==> src/rtl/rdma_qp_pkg.sv <==
// Shared types for the RDMA QP connection scheduler: QP state encodings,
// response codes, request ops and the scheduler FSM state set.
package rdma_qp_pkg;

  typedef enum logic [2:0] {
    QP_RESET = 3'b000,
    QP_INIT  = 3'b001,
    QP_RTR   = 3'b010,
    QP_RTS   = 3'b011,
    QP_ERROR = 3'b111
  } qp_state_e;

  typedef enum logic [1:0] {
    RSP_OK        = 2'b00,
    RSP_TIMEOUT   = 2'b01,
    RSP_QP_ERR    = 2'b10,
    RSP_BAD_STATE = 2'b11
  } rsp_code_e;

  typedef enum logic {
    OP_CONNECT    = 1'b0,
    OP_DISCONNECT = 1'b1
  } op_e;

  typedef enum logic [3:0] {
    S_IDLE, S_CHECK, S_CFG, S_W_INIT, S_CON1, S_W_RTR, S_CON2,
    S_W_RTS, S_DISC, S_W_RST, S_ABORT, S_W_ABORT, S_RESP
  } sched_state_e;

  // States that wait on qp_state and run the timeout counter.
  function automatic logic is_wait_state(input sched_state_e s);
    return (s == S_W_INIT) || (s == S_W_RTR) || (s == S_W_RTS) ||
           (s == S_W_RST)  || (s == S_W_ABORT);
  endfunction

endpackage

==> src/rtl/rdma_qp_conn_sched_if.sv <==
// Requester-side bundle of the connection scheduler.
// Handshake: a requester raises req_valid[i] with req_op[i] and its QPN slice
// stable and holds them until it sees req_ready[i] high for one cycle; that
// cycle is the accept. Dropping req_valid before accept withdraws the request.
// rsp_valid[i] is a one-cycle pulse to the owner with rsp_code valid alongside;
// there is no backpressure on responses.
interface rdma_qp_conn_sched_if #(
  parameter int NUM_REQ   = 4,
  parameter int QPN_WIDTH = 16
);
  logic [NUM_REQ-1:0]           req_valid;
  logic [NUM_REQ-1:0]           req_op;
  logic [NUM_REQ*QPN_WIDTH-1:0] req_remote_qpn;
  logic [NUM_REQ-1:0]           req_ready;
  logic [NUM_REQ-1:0]           rsp_valid;
  logic [1:0]                   rsp_code;
  logic                         busy;

  modport master (
    output req_valid, req_op, req_remote_qpn,
    input  req_ready, rsp_valid, rsp_code, busy
  );

  modport slave (
    input  req_valid, req_op, req_remote_qpn,
    output req_ready, rsp_valid, rsp_code, busy
  );
endinterface

==> src/rtl/rdma_rr_arbiter.sv <==
// Round-robin arbiter: picks the first requester at or after the pointer,
// wrapping; the pointer moves past the winner whenever a grant is issued.
module rdma_rr_arbiter #(
  parameter int N = 4
) (
  input  logic                 clk,
  input  logic                 rst,
  input  logic [N-1:0]         req,
  input  logic                 en,
  output logic [N-1:0]         gnt,
  output logic [$clog2(N)-1:0] gnt_idx,
  output logic                 gnt_any
);
  localparam int IW = $clog2(N);

  logic [IW-1:0] ptr_q, ptr_d;

  // Scan from the pointer and take the first active request.
  always_comb begin
    gnt     = '0;
    gnt_idx = '0;
    gnt_any = 1'b0;
    for (int k = 0; k < N; k++) begin
      if (en && !gnt_any && req[(int'(ptr_q) + k) % N]) begin
        gnt_any = 1'b1;
        gnt_idx = IW'((int'(ptr_q) + k) % N);
        gnt[(int'(ptr_q) + k) % N] = 1'b1;
      end
    end
    ptr_d = ptr_q;
    if (gnt_any) begin
      ptr_d = (gnt_idx == IW'(N - 1)) ? '0 : gnt_idx + IW'(1);
    end
  end

  // Pointer register.
  always_ff @(posedge clk or posedge rst) begin
    if (rst) ptr_q <= '0;
    else     ptr_q <= ptr_d;
  end
endmodule

==> src/rtl/rdma_qp_conn_sched.sv <==
// Connection scheduler in front of one RC QP: arbitrates connect/disconnect
// requests, walks the QP through RESET->INIT->RTR->RTS (or back to RESET),
// confirms each step on qp_state with a timeout, and recovers on failure.
module rdma_qp_conn_sched
  import rdma_qp_pkg::*;
#(
  parameter int NUM_REQ     = 4,
  parameter int QPN_WIDTH   = 16,
  parameter int TIMEOUT_CYC = 64
) (
  input  logic                 clk,
  input  logic                 rst,
  rdma_qp_conn_sched_if.slave  req_if,
  output logic                 cfg_valid,
  output logic                 cmd_connect,
  output logic                 cmd_disconnect,
  output logic [QPN_WIDTH-1:0] remote_qpn,
  input  logic [2:0]           qp_state,
  output sched_state_e         dbg_state
);
  localparam int IW = $clog2(NUM_REQ);
  localparam int CW = $clog2(TIMEOUT_CYC + 1);

  sched_state_e         state_q, state_d;
  op_e                  op_q, op_d;
  logic [IW-1:0]        owner_q, owner_d;
  logic [QPN_WIDTH-1:0] qpn_q, qpn_d;
  logic [CW-1:0]        cnt_q, cnt_d;
  rsp_code_e            code_q, code_d;
  logic [NUM_REQ-1:0]   req_ready_q, req_ready_d;
  logic [NUM_REQ-1:0]   rsp_valid_q, rsp_valid_d;
  logic [1:0]           rsp_code_q, rsp_code_d;
  logic                 busy_q, busy_d;
  logic                 cfg_q, cfg_d, con_q, con_d, disc_q, disc_d;

  logic [NUM_REQ-1:0]   gnt;
  logic [IW-1:0]        gnt_idx;
  logic                 gnt_any;
  logic                 qp_err, tmo;

  rdma_rr_arbiter #(.N(NUM_REQ)) u_arb (
    .clk     (clk),
    .rst     (rst),
    .req     (req_if.req_valid),
    .en      (state_q == S_IDLE),
    .gnt     (gnt),
    .gnt_idx (gnt_idx),
    .gnt_any (gnt_any)
  );

  assign qp_err = (qp_state == QP_ERROR);
  assign tmo    = (cnt_q == CW'(TIMEOUT_CYC - 1));

  // Next-state, latches and registered-output values.
  always_comb begin
    state_d     = state_q;
    op_d        = op_q;
    owner_d     = owner_q;
    qpn_d       = qpn_q;
    code_d      = code_q;
    req_ready_d = '0;
    rsp_valid_d = '0;
    rsp_code_d  = '0;
    // Counter is zero on entry to every wait state, then counts up and saturates.
    cnt_d = '0;
    if (is_wait_state(state_q)) begin
      cnt_d = (cnt_q == CW'(TIMEOUT_CYC)) ? cnt_q : cnt_q + CW'(1);
    end

    case (state_q)
      S_IDLE: begin
        if (gnt_any) begin
          req_ready_d = gnt;
          op_d        = op_e'(req_if.req_op[gnt_idx]);
          qpn_d       = req_if.req_remote_qpn[gnt_idx*QPN_WIDTH +: QPN_WIDTH];
          owner_d     = gnt_idx;
          code_d      = RSP_OK;
          state_d     = S_CHECK;
        end
      end
      S_CHECK: begin
        if (op_q == OP_CONNECT) begin
          if (qp_state == QP_RESET)    state_d = S_CFG;
          else if (qp_state == QP_RTS) state_d = S_RESP;
          else if (qp_err) begin
            state_d = S_ABORT;
            code_d  = RSP_QP_ERR;
          end else begin
            state_d = S_RESP;
            code_d  = RSP_BAD_STATE;
          end
        end else begin
          state_d = (qp_state == QP_RESET) ? S_RESP : S_DISC;
        end
      end
      S_CFG:   state_d = S_W_INIT;
      S_CON1:  state_d = S_W_RTR;
      S_CON2:  state_d = S_W_RTS;
      S_DISC:  state_d = S_W_RST;
      S_ABORT: state_d = S_W_ABORT;
      S_W_INIT, S_W_RTR, S_W_RTS: begin
        if ((state_q == S_W_INIT && qp_state == QP_INIT) ||
            (state_q == S_W_RTR  && qp_state == QP_RTR)  ||
            (state_q == S_W_RTS  && qp_state == QP_RTS)) begin
          state_d = (state_q == S_W_INIT) ? S_CON1 :
                    (state_q == S_W_RTR)  ? S_CON2 : S_RESP;
        end else if (qp_err || tmo) begin
          state_d = S_ABORT;
          code_d  = qp_err ? RSP_QP_ERR : RSP_TIMEOUT;
        end
      end
      // A failed disconnect has nothing left to undo, so it reports directly.
      S_W_RST: begin
        if (qp_state == QP_RESET) state_d = S_RESP;
        else if (qp_err || tmo) begin
          state_d = S_RESP;
          code_d  = qp_err ? RSP_QP_ERR : RSP_TIMEOUT;
        end
      end
      // Recovery outcome never overrides the original failure code.
      S_W_ABORT: begin
        if (qp_state == QP_RESET || qp_err || tmo) state_d = S_RESP;
      end
      S_RESP: begin
        rsp_valid_d[owner_q] = 1'b1;
        rsp_code_d           = code_q;
        state_d              = S_IDLE;
      end
      default: state_d = S_IDLE;
    endcase

    // Pulses coincide with their command state, so at most one is ever high.
    cfg_d  = (state_d == S_CFG);
    con_d  = (state_d == S_CON1) || (state_d == S_CON2);
    disc_d = (state_d == S_DISC) || (state_d == S_ABORT);
    busy_d = (state_d != S_IDLE) || (state_q == S_RESP);
  end

  // State and output registers; reset abandons any op silently.
  always_ff @(posedge clk or posedge rst) begin
    if (rst) begin
      state_q     <= S_IDLE;
      op_q        <= OP_CONNECT;
      owner_q     <= '0;
      qpn_q       <= '0;
      cnt_q       <= '0;
      code_q      <= RSP_OK;
      req_ready_q <= '0;
      rsp_valid_q <= '0;
      rsp_code_q  <= '0;
      busy_q      <= 1'b0;
      cfg_q       <= 1'b0;
      con_q       <= 1'b0;
      disc_q      <= 1'b0;
    end else begin
      state_q     <= state_d;
      op_q        <= op_d;
      owner_q     <= owner_d;
      qpn_q       <= qpn_d;
      cnt_q       <= cnt_d;
      code_q      <= code_d;
      req_ready_q <= req_ready_d;
      rsp_valid_q <= rsp_valid_d;
      rsp_code_q  <= rsp_code_d;
      busy_q      <= busy_d;
      cfg_q       <= cfg_d;
      con_q       <= con_d;
      disc_q      <= disc_d;
    end
  end

  assign req_if.req_ready = req_ready_q;
  assign req_if.rsp_valid = rsp_valid_q;
  assign req_if.rsp_code  = rsp_code_q;
  assign req_if.busy      = busy_q;
  assign cfg_valid        = cfg_q;
  assign cmd_connect      = con_q;
  assign cmd_disconnect   = disc_q;
  assign remote_qpn       = qpn_q;
  assign dbg_state        = state_q;
endmodule

==> src/flat_wrapper.sv <==
// flat-port wrapper written by rule: the top's interface ports become plain ports
module rdma_qp_conn_sched_flat import rdma_qp_pkg::*;
#(
  parameter int NUM_REQ     = 4,
  parameter int QPN_WIDTH   = 16,
  parameter int TIMEOUT_CYC = 64
)
  (clk, rst, cfg_valid, cmd_connect, cmd_disconnect, remote_qpn, qp_state, dbg_state, req_if_req_valid, req_if_req_op, req_if_req_remote_qpn, req_if_req_ready, req_if_rsp_valid, req_if_rsp_code, req_if_busy);
  rdma_qp_conn_sched_if #(.NUM_REQ(NUM_REQ), .QPN_WIDTH(QPN_WIDTH)) req_if_i ();
  input  logic clk;
  input  logic rst;
  output logic cfg_valid;
  output logic cmd_connect;
  output logic cmd_disconnect;
  output logic [QPN_WIDTH-1:0] remote_qpn;
  input  logic [2:0] qp_state;
  output sched_state_e dbg_state;
  input wire logic [$bits(req_if_i.req_valid)-1:0] req_if_req_valid;
  input wire logic [$bits(req_if_i.req_op)-1:0] req_if_req_op;
  input wire logic [$bits(req_if_i.req_remote_qpn)-1:0] req_if_req_remote_qpn;
  output wire logic [$bits(req_if_i.req_ready)-1:0] req_if_req_ready;
  output wire logic [$bits(req_if_i.rsp_valid)-1:0] req_if_rsp_valid;
  output wire logic [$bits(req_if_i.rsp_code)-1:0] req_if_rsp_code;
  output wire logic [$bits(req_if_i.busy)-1:0] req_if_busy;
  assign req_if_i.req_valid = req_if_req_valid;
  assign req_if_i.req_op = req_if_req_op;
  assign req_if_i.req_remote_qpn = req_if_req_remote_qpn;
  assign req_if_req_ready = req_if_i.req_ready;
  assign req_if_rsp_valid = req_if_i.rsp_valid;
  assign req_if_rsp_code = req_if_i.rsp_code;
  assign req_if_busy = req_if_i.busy;
  rdma_qp_conn_sched #(.NUM_REQ(NUM_REQ), .QPN_WIDTH(QPN_WIDTH), .TIMEOUT_CYC(TIMEOUT_CYC)) u_core (.clk(clk), .rst(rst), .req_if(req_if_i), .cfg_valid(cfg_valid), .cmd_connect(cmd_connect), .cmd_disconnect(cmd_disconnect), .remote_qpn(remote_qpn), .qp_state(qp_state), .dbg_state(dbg_state));
endmodule
==> config.mk <==
export PLATFORM = sky130hd
export DESIGN_NAME = rdma_qp_conn_sched_flat
export DESIGN_NICKNAME = d
export VERILOG_FILES = /design/src/rtl/rdma_qp_pkg.sv /design/src/rtl/rdma_qp_conn_sched_if.sv /design/src/rtl/rdma_rr_arbiter.sv /design/src/rtl/rdma_qp_conn_sched.sv /design/src/flat_wrapper.sv
export SDC_FILE = /design/constraint.sdc
export NUM_CORES = 1
export LEC_CHECK = 0
export BUFFER_PORTS_ARGS = -buffer_cell sky130_fd_sc_hd__buf_2
export CAP_MARGIN = 30
export CORE_UTILIZATION = 25
export CTS_CLUSTER_DIAMETER = 150
export DETAILED_ROUTE_END_ITERATION = 10
export MAX_ROUTING_LAYER = met4
export PLACE_DENSITY = 0.52
export SYNTH_ARGS = -nofsm -noshare
export SYNTH_HDL_FRONTEND = slang
export SYNTH_SLANG_ARGS = --single-unit
export TNS_END_PERCENT = 50
==> constraint.sdc <==
create_clock -name clk -period 3.4 [get_ports clk]
set_input_delay 0.51 -clock clk [delete_from_list [all_inputs] [get_ports clk]]
set_output_delay 0.51 -clock clk [all_outputs]
set_load 0.03 [all_outputs]
After elaboration in Yosys (flattened, before gate mapping)
Index checks and enable logic that the tools add are counted.

word-level totals
  word-level logic and storage cells = 174
  bits of input ports = 77
  register bits after elaboration = 48
  output and inout bits = 34

operators by class
  reduce and logical (&&, ||, !) cells = 40
  eq/ne operators = 31
  shift operators = 1
  add/subtract/negate cells = 5
  bitwise logic cells = 6
  magnitude comparators = 11
  mux-type cells = 66

operators by type and width
  cell                   number
  $mux W4                18
  $shiftx A64 B7 Y16     1
  $pmux W4 S10           1
  $eq A4 B4 Y1 const B   7
  $mux W2                14
  $eq A4 B3 Y1 const B   6
  $mux W1                18
  $logic_and A1 B1 Y1    15
  $mux W7                2
  $eq A4 B2 Y1 const B   3
  $logic_or A1 B1 Y1     12
  $lt A3 B4 Y1 const B   3
  $ne A2 B2 Y1 const B   6
  $or A4 B4 Y4           3
  $bmux W1 S2            5
  $demux W1 S2           5
  $ge A3 B1 Y1 const B   3
  $lt A2 B3 Y1 const B   3
  $pmux W2 S4            1
  $reduce_bool A4 Y1     2
  $add A7 B1 Y7 const B  1
  $eq A7 B6 Y1 const B   1
  $eq A7 B7 Y1 const B   1
  $reduce_and A7 Y1      1
  other kinds (17)       28

Longest topological paths before layout
Gate-level depths: netlist of run 1.

  word-level depth = 20
  depth in mapped cells = 11
  depth with buffers taken out = 8

By module
A second synthesis of run 1 with hierarchy kept.

second synthesis, totals
  cell total of the unflattened synthesis = 282
  area, all modules = 3196.8 sq um

modules (own cells, without submodules)
  module              area each (sq um)  instances  cells each  sequential area each (sq um)
  rdma_qp_conn_sched  2551.2             1          214         1151.1
  rdma_rr_arbiter     645.6              1          68          50.0

Worst setup path after synthesis of run 1
OpenSTA, ideal clock, no wires.

  path kind = register -> register
  start point = register with a tool-made name
  end point = register u_core.qpn_q[10] (netlist: u_core.remote_qpn[10])
  setup slack = 0.453 ns
  cell stages (with the launch flop) = 12
  library setup time = 0.138 ns
  arrival time = 2.809 ns
  path buffers = 3
  cells stage by stage = dfrtp_1 -> buf_6 -> inv_1 -> ha_1 -> mux4_2 -> nand2b_1 -> a21oi_1 -> a22o_1 -> buf_6 -> buf_6 -> mux2i_1 -> o221ai_1

RTL lines
  element               line                       RTL
  to (signal assigned)  rdma_qp_conn_sched.sv:159  qpn_q <= qpn_d;
  to (decl)             rdma_qp_conn_sched.sv:27   logic [QPN_WIDTH-1:0] qpn_q, qpn_d;

Final worst setup path of run 1
  start point = register u_core.u_arb.ptr_q[1]
  end point = register u_core.op_q

between the ends
  word-level cells in the longest chain between the ends = 18
  elaborated cells between the ends (all ways) = 35
  classes of those cells = add/sub: 3; mux: 21; reduce/logical: 11

ends and longest elaborated chain
  element                                                 line                       RTL
  from (decl)                                             rdma_rr_arbiter.sv:16      logic [IW-1:0] ptr_q, ptr_d;
  from (signal assigned)                                  rdma_rr_arbiter.sv:39      else ptr_q <= ptr_d;
  branches (longest 18 deep; another with $add A2 B1 Y2)  n/a
  to (signal assigned)                                    rdma_qp_conn_sched.sv:157  op_q <= op_d;
  to (decl)                                               rdma_qp_conn_sched.sv:25   op_e op_q, op_d;

Parallel ways; which one is timed is not known. The select of a mux whose other input is x is not followed.
A chain may end at the register's enable or synchronous reset.

==> results of run 1 <==
==> state kept, by name, summed over array words and instances, names as in the netlist, named ones only <==
signal                   count
u_core.cfg_valid             1
u_core.cmd_connect           1
u_core.cmd_disconnect        1
u_core.cnt_q                 7
u_core.code_q                2
u_core.dbg_state             4
u_core.op_q                  1
u_core.owner_q               2
u_core.remote_qpn           16
u_core.req_if.busy           1
u_core.req_if.req_ready      4
u_core.req_if.rsp_code       2
u_core.req_if.rsp_valid      4
u_core.u_arb.ptr_q           1
==> critical path, stage by stage, from the launching register on <==
cell and delay (ns):
dfrtp_2 0.44, inv_1 0.17, ha_2 0.43, mux4_2 0.59, nand2b_1 0.22, a21oi_1 0.25
a22o_2 0.21, buf_12 0.24, mux2i_1 0.28, o221ai_1 0.15
==> layout by cell type, fill, tap and decap left out, types with 2 or more instances in the layout <==
cell	Yosys	final
nand4b_1	2	2
inv_1	15	14
nand2b_1	3	3
buf_4	1	4
ha_1	10	9
and3_1	3	3
mux2i_1	36	36
or3_1	4	4
buf_12	1	2
clkbuf_16	0	5
a22oi_1	9	9
mux4_2	4	4
nor2_1	24	24
nand2_1	23	22
nor4bb_1	2	2
xor2_1	3	3
mux2_2	2	2
nor4_1	3	3
a21o_1	4	4
xnor2_1	3	3
nand3_1	8	8
o21ai_0	9	9
nor3_1	8	8
o31ai_1	2	2
and2_1	4	4
a21oi_1	8	8
buf_2	2	110
nor2b_1	2	2
o221ai_1	13	13
nand4bb_1	2	2
mux2_1	2	2
a221oi_2	5	5
a211oi_1	3	3
dfrtp_1	48	47
==> cell type report <==
type | instances | area [um2]
Fill cell | 1242 | 8080
Multi-Input combinational cell | 217 | 1700
Sequential cell | 48 | 1200
Timing Repair Buffer | 116 | 621
Tap cell | 147 | 184
Clock buffer | 5 | 125
Inverter | 15 | 56.3
Clock inverter | 3 | 46.3
==> power groups by stage <==
stage	sequential, mW	clock (mW)	combinational [mW]
2_1_floorplan	1.18	0	1.11
3_3_place_gp	0.965	0	1.68
3_5_place_dp	0.969	0	1.72
4_1_cts	0.961	0.595	1.73
5_1_grt	0.995	0.623	1.87
6_report	0.957	0.572	1.71
==> final timing paths <==
path,startpoint,end,slack (ns)
worst min-delay path,rst,u_core.req_if.rsp_code[1]$_DFF_PP0_,0.20
min in group clk,u_core.code_q[0]$_DFFE_PP0P_,u_core.req_if.rsp_code[0]$_DFF_PP0_,0.48
max in group asynchronous,rst,u_core.req_if.req_ready[1]$_DFF_PP0_,2.70
worst min register to register,u_core.code_q[0]$_DFFE_PP0P_,u_core.req_if.rsp_code[0]$_DFF_PP0_,0.48
worst max-delay path,u_core.u_arb.ptr_q[1]$_DFFE_PP0P_,u_core.op_q$_DFFE_PP0P_,0.26
worst max register to register,u_core.u_arb.ptr_q[1]$_DFFE_PP0P_,u_core.op_q$_DFFE_PP0P_,0.26
==> kinds of logic after synthesis <==
| kind of cell | share of synthesized area |
|---|---|
| adders and majority gates | 0.0405 |
| muxes | 0.160 |
| buffers and inverters | 0.0631 |
| xor gates and xnor gates | 0.0170 |
| DFF | 0.389 |
| AOI/OAI and AO/OA | 0.172 |
| and+or+nand+nor | 0.158 |
==> routing by layer <==
metal  vias up  global-route usage  wire (um)
li1       1316                   -          -
met1      1263               0.153       3630
met2        80               0.208       3750
met3        10              0.0295        463
met4         0              0.0412        123
met5         -                   -          0
==> stage by stage <==
stage	worst slack [ns]	hold slack, ns	utilization	power, mW
after floorplan	0.453	0.446	-	2.29
after global placement	0.329	0.467	0.311	2.65
after detailed placement	0.140	0.462	0.313	2.69
after CTS	0.140	0.213	0.327	3.28
after global routing	0.0869	0.234	0.328	3.49
final	0.258	0.201	0.328	3.24
==> what timing repair did <==
action                                  4_1_cts  5_1_grt
endpoints found under the setup margin        0       15
resized for setup                             0        3
hold buffers                                  0        0
==> impl_metrics.ini, run 1 <==
[run_status]
status = complete, no violations

[timing]
fin_tns_setup_ns = 0
rsz0062_at_grt = false
setup_violations = 0
relSlewSlack = 0.452
timing.fmax_mhz = 318
period_share = 0.924
hold_viol_final = 0
period_minus_slack_ns = 3.14
fin_skew_ns = 0.00819
worstMarginPinSlew_ns = 0.816
maxSlewViolCount = 0

[final_layout]
drive_gt1_frac = 0.361
diodes = 0
final_cells = 551
finalNetCount = 490
area.growth.synth_to_final_pct = 27.3
fin_area_um2 = 3940

[critical_path]
critPathMaxFanout = 36
worstPathArrival_ns = 3.31
start_kind = flip-flop
cp.required_ns = 3.56
end_kind = flip-flop
r2r.worst_path.cells = 9
worstSetupPathType = reg -> reg

[clock_network]
htree_levels = 2
cts_buffers = 5
cts_tree = built
root_buffer = clkbuf_16
clock-sinks = 48
clock_latency_ns = 0.29
post_cts_buffers = 0
clock_path_buffers = 2
clk_pin_slew_ns = 0.07

[run]
maxCapViolCount = 0

[die]
start_util = 0.257
die_y_um = 113
coreArea_um2 = 12000
io_pins = 111
dieArea_um2 = 12800
std_cell_rows = 40
die_w_um = 113

[synthesis]
synthFlopType = dfrtp_1
synth.area.top_cells = dfrtp_1 39%, mux2i_1 12%, ha_1 4.0%
synth_top_area_cell = dfrtp_1
syn_area_um2 = 3090
avgSynthCellArea_um2 = 10.4
synth_seq_area_share = 0.389
syn_inst = 297
synth_cell_types = 51
netlist.area_leader.share = 0.389
syn-num-nets = 384
yosys_warnings = 0
async_reset_ff_frac = 1.00
yosysMostFrequentCell = dfrtp_1
synth_edf_count = 0
ys_ff_latch = 48
synth.top_cells.by_count = 48 x dfrtp_1, 36 x mux2i_1, 24 x nor2_1

[pwr]
ir_drop_v = 0.000229
power_frac_clock = 0.177
seqPwrFrac = 0.295
power_density_nw_per_um2 = 824
p_int_mw = 1.79
p_leak_nw = 1.78
sw_frac_of_total = 0.449
switching_power_mw = 1.45
combPwrFrac = 0.528

[route]
final_antenna_net_count = 0
vias = 2669
drc_errors = 0
viasPerCell = 4.84
routed_wirelength_um = 7970
drtIter0Drc = 77
avgRoutedWirePerCell_um = 14.5
firstDrtPassIters = 4

[worst_hold_path]
hold_path_class = in -> async

[grt]
grt_pass1_vias = 2582
antenna_found_initial = 0
grt_start_max_net_pins = 37
grtUsageTotal = 0.127
grt.overflow.total = 0
grt_pass1_wl_um = 12600

[place]
portBuffers = 110
place_congestion = 0.821
dp.cells = 543
dp_hpwl_um = 6110
post_dp_cell_area_um2 = 3760
No activity file was read; power rests on OpenSTA's default activity.
==> run 2, diff against run 1 <==
--- a/config.mk
+++ b/config.mk
@@ -6,13 +6,14 @@
 export NUM_CORES = 1
 export LEC_CHECK = 0
 export BUFFER_PORTS_ARGS = -buffer_cell sky130_fd_sc_hd__buf_2
-export CAP_MARGIN = 30
-export CORE_UTILIZATION = 25
+export CAP_MARGIN = 20
+export CORE_UTILIZATION = 30
 export CTS_CLUSTER_DIAMETER = 150
 export DETAILED_ROUTE_END_ITERATION = 10
 export MAX_ROUTING_LAYER = met4
-export PLACE_DENSITY = 0.52
+export PLACE_DENSITY = 0.59
 export SYNTH_ARGS = -nofsm -noshare
 export SYNTH_HDL_FRONTEND = slang
+export SYNTH_HIERARCHICAL = 1
 export SYNTH_SLANG_ARGS = --single-unit
 export TNS_END_PERCENT = 50
==> run 2 against run 1 <==
  * Total power is 18% lower
  * Combinational power fell by 11%
  * Sequential power is 19% lower
  * Wire length fell by 6.7%
  * Worst hold slack got worse by 0.14 ns
  * Flip-flop and latch count stayed put
  * First-iteration DRC count is 57% higher
  * Count of clock-buffer cells in the layout up 1
  * Worst setup slack better by 0.13 ns
  * Clock power fell by 38%
  * Synthesized area increased by 3.4%
  * Largest cell class unchanged
==> impl_metrics.ini, run 2 <==
[grt]
grt_start_max_net_pins = 47
grt_pass1_vias = 2545
use_met2 = 0.229
antenna_found_initial = 0
busiest_layer = met2
grt.overflow.total = 0
use_met1 = 0.171
grt_pass1_wl_um = 12000
grtUsageTotal = 0.138
met3_usage = 0.0186

[timing]
timing.fmax_mhz = 332
hold_viol_final = 0
maxSlewViolCount = 0
period_share = 0.887
fin_tns_setup_ns = 0
relSlewSlack = 0.603
worstMarginPinSlew_ns = 0.594
rsz0062_at_grt = false
period_minus_slack_ns = 3.01
fin_skew_ns = 0.00702
setup_violations = 0

[synthesis]
avgSynthCellArea_um2 = 11.3
yosys_warnings = 6
netlist.area_leader.share = 0.376
ys_ff_latch = 48
synth.area.top_cells = dfrtp_1 38%, mux4_2 14%, ha_1 3.9%
synthFlopType = dfrtp_1
syn_area_um2 = 3200
yosysMostFrequentCell = dfrtp_1
async_reset_ff_frac = 1.00
synth_top_area_cell = dfrtp_1
syn-num-nets = 369
synth_seq_area_share = 0.376
synth_cell_types = 63
syn_inst = 282
synth.top_cells.by_count = 48 x dfrtp_1, 23 x nor2_1, 20 x mux4_2
synth_edf_count = 0

[clock_network]
htree_levels = 2
root_buffer = clkbuf_8
clock_latency_ns = 0.30
cts_tree = built
clk_pin_slew_ns = 0.09
clock-sinks = 48
post_cts_resized = 0
cts_buffers = 5
cts_hold_buf = 0
clock_path_buffers = 2
post_cts_buffers = 0

[final_layout]
area.growth.synth_to_final_pct = 26.0
finalNetCount = 480
final_cells = 530
final_cell_mix = 110 x buf_2, 48 x dfrtp_1, 23 x nor2_1
largest_register_ffs = 16
final_common_cell = buf_2
fill_cells = 1018
drive_gt1_frac = 0.437
diodes = 0

[pwr]
power_density_nw_per_um2 = 660
ir_drop_v = 0.000287
p_leak_nw = 1.96

[route]
final_antenna_net_count = 0
firstDrtPassIters = 4
vias = 2662
drc_errors = 0
viasPerCell = 5.02
avgRoutedWirePerCell_um = 14.0
drtIter0Drc = 121
routed_wirelength_um = 7430

[critical_path]
critPathMaxFanout = 8
worstSetupPathType = reg -> reg
worstPathArrival_ns = 3.20
start_kind = flip-flop
end_kind = flip-flop
cp.required_ns = 3.59

[run]
maxCapViolCount = 0

[worst_hold_path]
hold_path_class = in -> async

[run_status]
status = complete, no violations

[die]
dieArea_um2 = 11100
die_w_um = 105
io_pins = 111
coreArea_um2 = 10300
std_cell_rows = 37
die_y_um = 105
start_util = 0.310

[place]
place_congestion = 0.900
portBuffers = 110
dp_hpwl_um = 5690
dp.cells = 521
## run 2: critical path, cell delays in order, from the launching register on
cell and delay [ns]:
dfrtp_1 0.38, inv_1 0.19, ha_1 0.35, mux4_2 0.39, o41a_1 0.55, nor2_1 0.15, a221oi_1 0.07, a21oi_1 0.13
nor3_1 0.06, o21ai_1 0.28, mux2_1 0.35
## run 2: power breakdown
part / internal (mW) / switching (mW) / total [mW]
combinational: 0.629 / 0.898 / 1.53
clock: 0.166 / 0.187 / 0.354
sequential: 0.702 / 0.0768 / 0.778
total: 1.50 / 1.16 / 2.66
## run 2: metrics by stage
| stage | setup slack [ns] | power [mW] | hold slack, ns | instance area (um2) | util |
|---|---|---|---|---|---|
| after floorplan | 0.0190 | 1.94 | 0.251 | 3200 | - |
| after global routing | 0.201 | 2.85 | 0.0631 | 4030 | 0.390 |
| after CTS | 0.385 | 2.68 | 0.0564 | 4010 | 0.388 |
| after global placement | 0.385 | 2.29 | 0.393 | 3910 | 0.379 |
| after detailed placement | 0.371 | 2.31 | 0.390 | 3910 | 0.379 |
| final | 0.385 | 2.66 | 0.0651 | 4030 | 0.390 |
## run 2: layout make-up
class | count | area [um2] | area share
clock buffers | 6 | 82.6 | 0.0205
clock inverters | 2 | 13.8 | 0.00342
inverters | 15 | 56.3 | 0.0140
multi-input cells | 203 | 1840 | 0.457
flip-flops and latches | 48 | 1200 | 0.298
well taps | 136 | 170 | 0.0422
repair buffers | 120 | 663 | 0.165
## run 2: cell families (layout without fill, tap and decap cells)
logic type      after synthesis  count (layout)  share of synthesized area
compound gates               51              51                      0.126
flops                        48              48                      0.376
fa+ha+maj                    10              10                     0.0391
buf+inv                      31             143                     0.0481
mux                          48              48                      0.237
simple gates                 86              86                      0.152
xor+xnor                      8               8                     0.0219
## run 2: worst paths after layout
| check | endpoint | slack (ns) | cells past startpoint |
|---|---|---|---|
| max in group asynchronous | u_core/dbg_state[1]$_DFF_PP0_ | 2.86 | 3 |
| hold / removal | u_core/u_arb/ptr_q[1]$_DFFE_PP0P_ | 0.07 | 2 |
| min in group clk | u_core/req_if.rsp_code[0]$_DFF_PP0_ | 0.49 | 1 |
| hold reg to reg | u_core/req_if.rsp_code[0]$_DFF_PP0_ | 0.49 | 1 |
| setup / recovery | u_core/code_q[0]$_DFFE_PP0P_ | 0.39 | 10 |
| setup reg to reg | u_core/code_q[0]$_DFFE_PP0P_ | 0.39 | 10 |
## run 2: metal layers
layer	share of wire	wire length [um]
met5	0	0
met4	0.021	154
met3	0.038	284
met2	0.51	3770
met1	0.43	3220
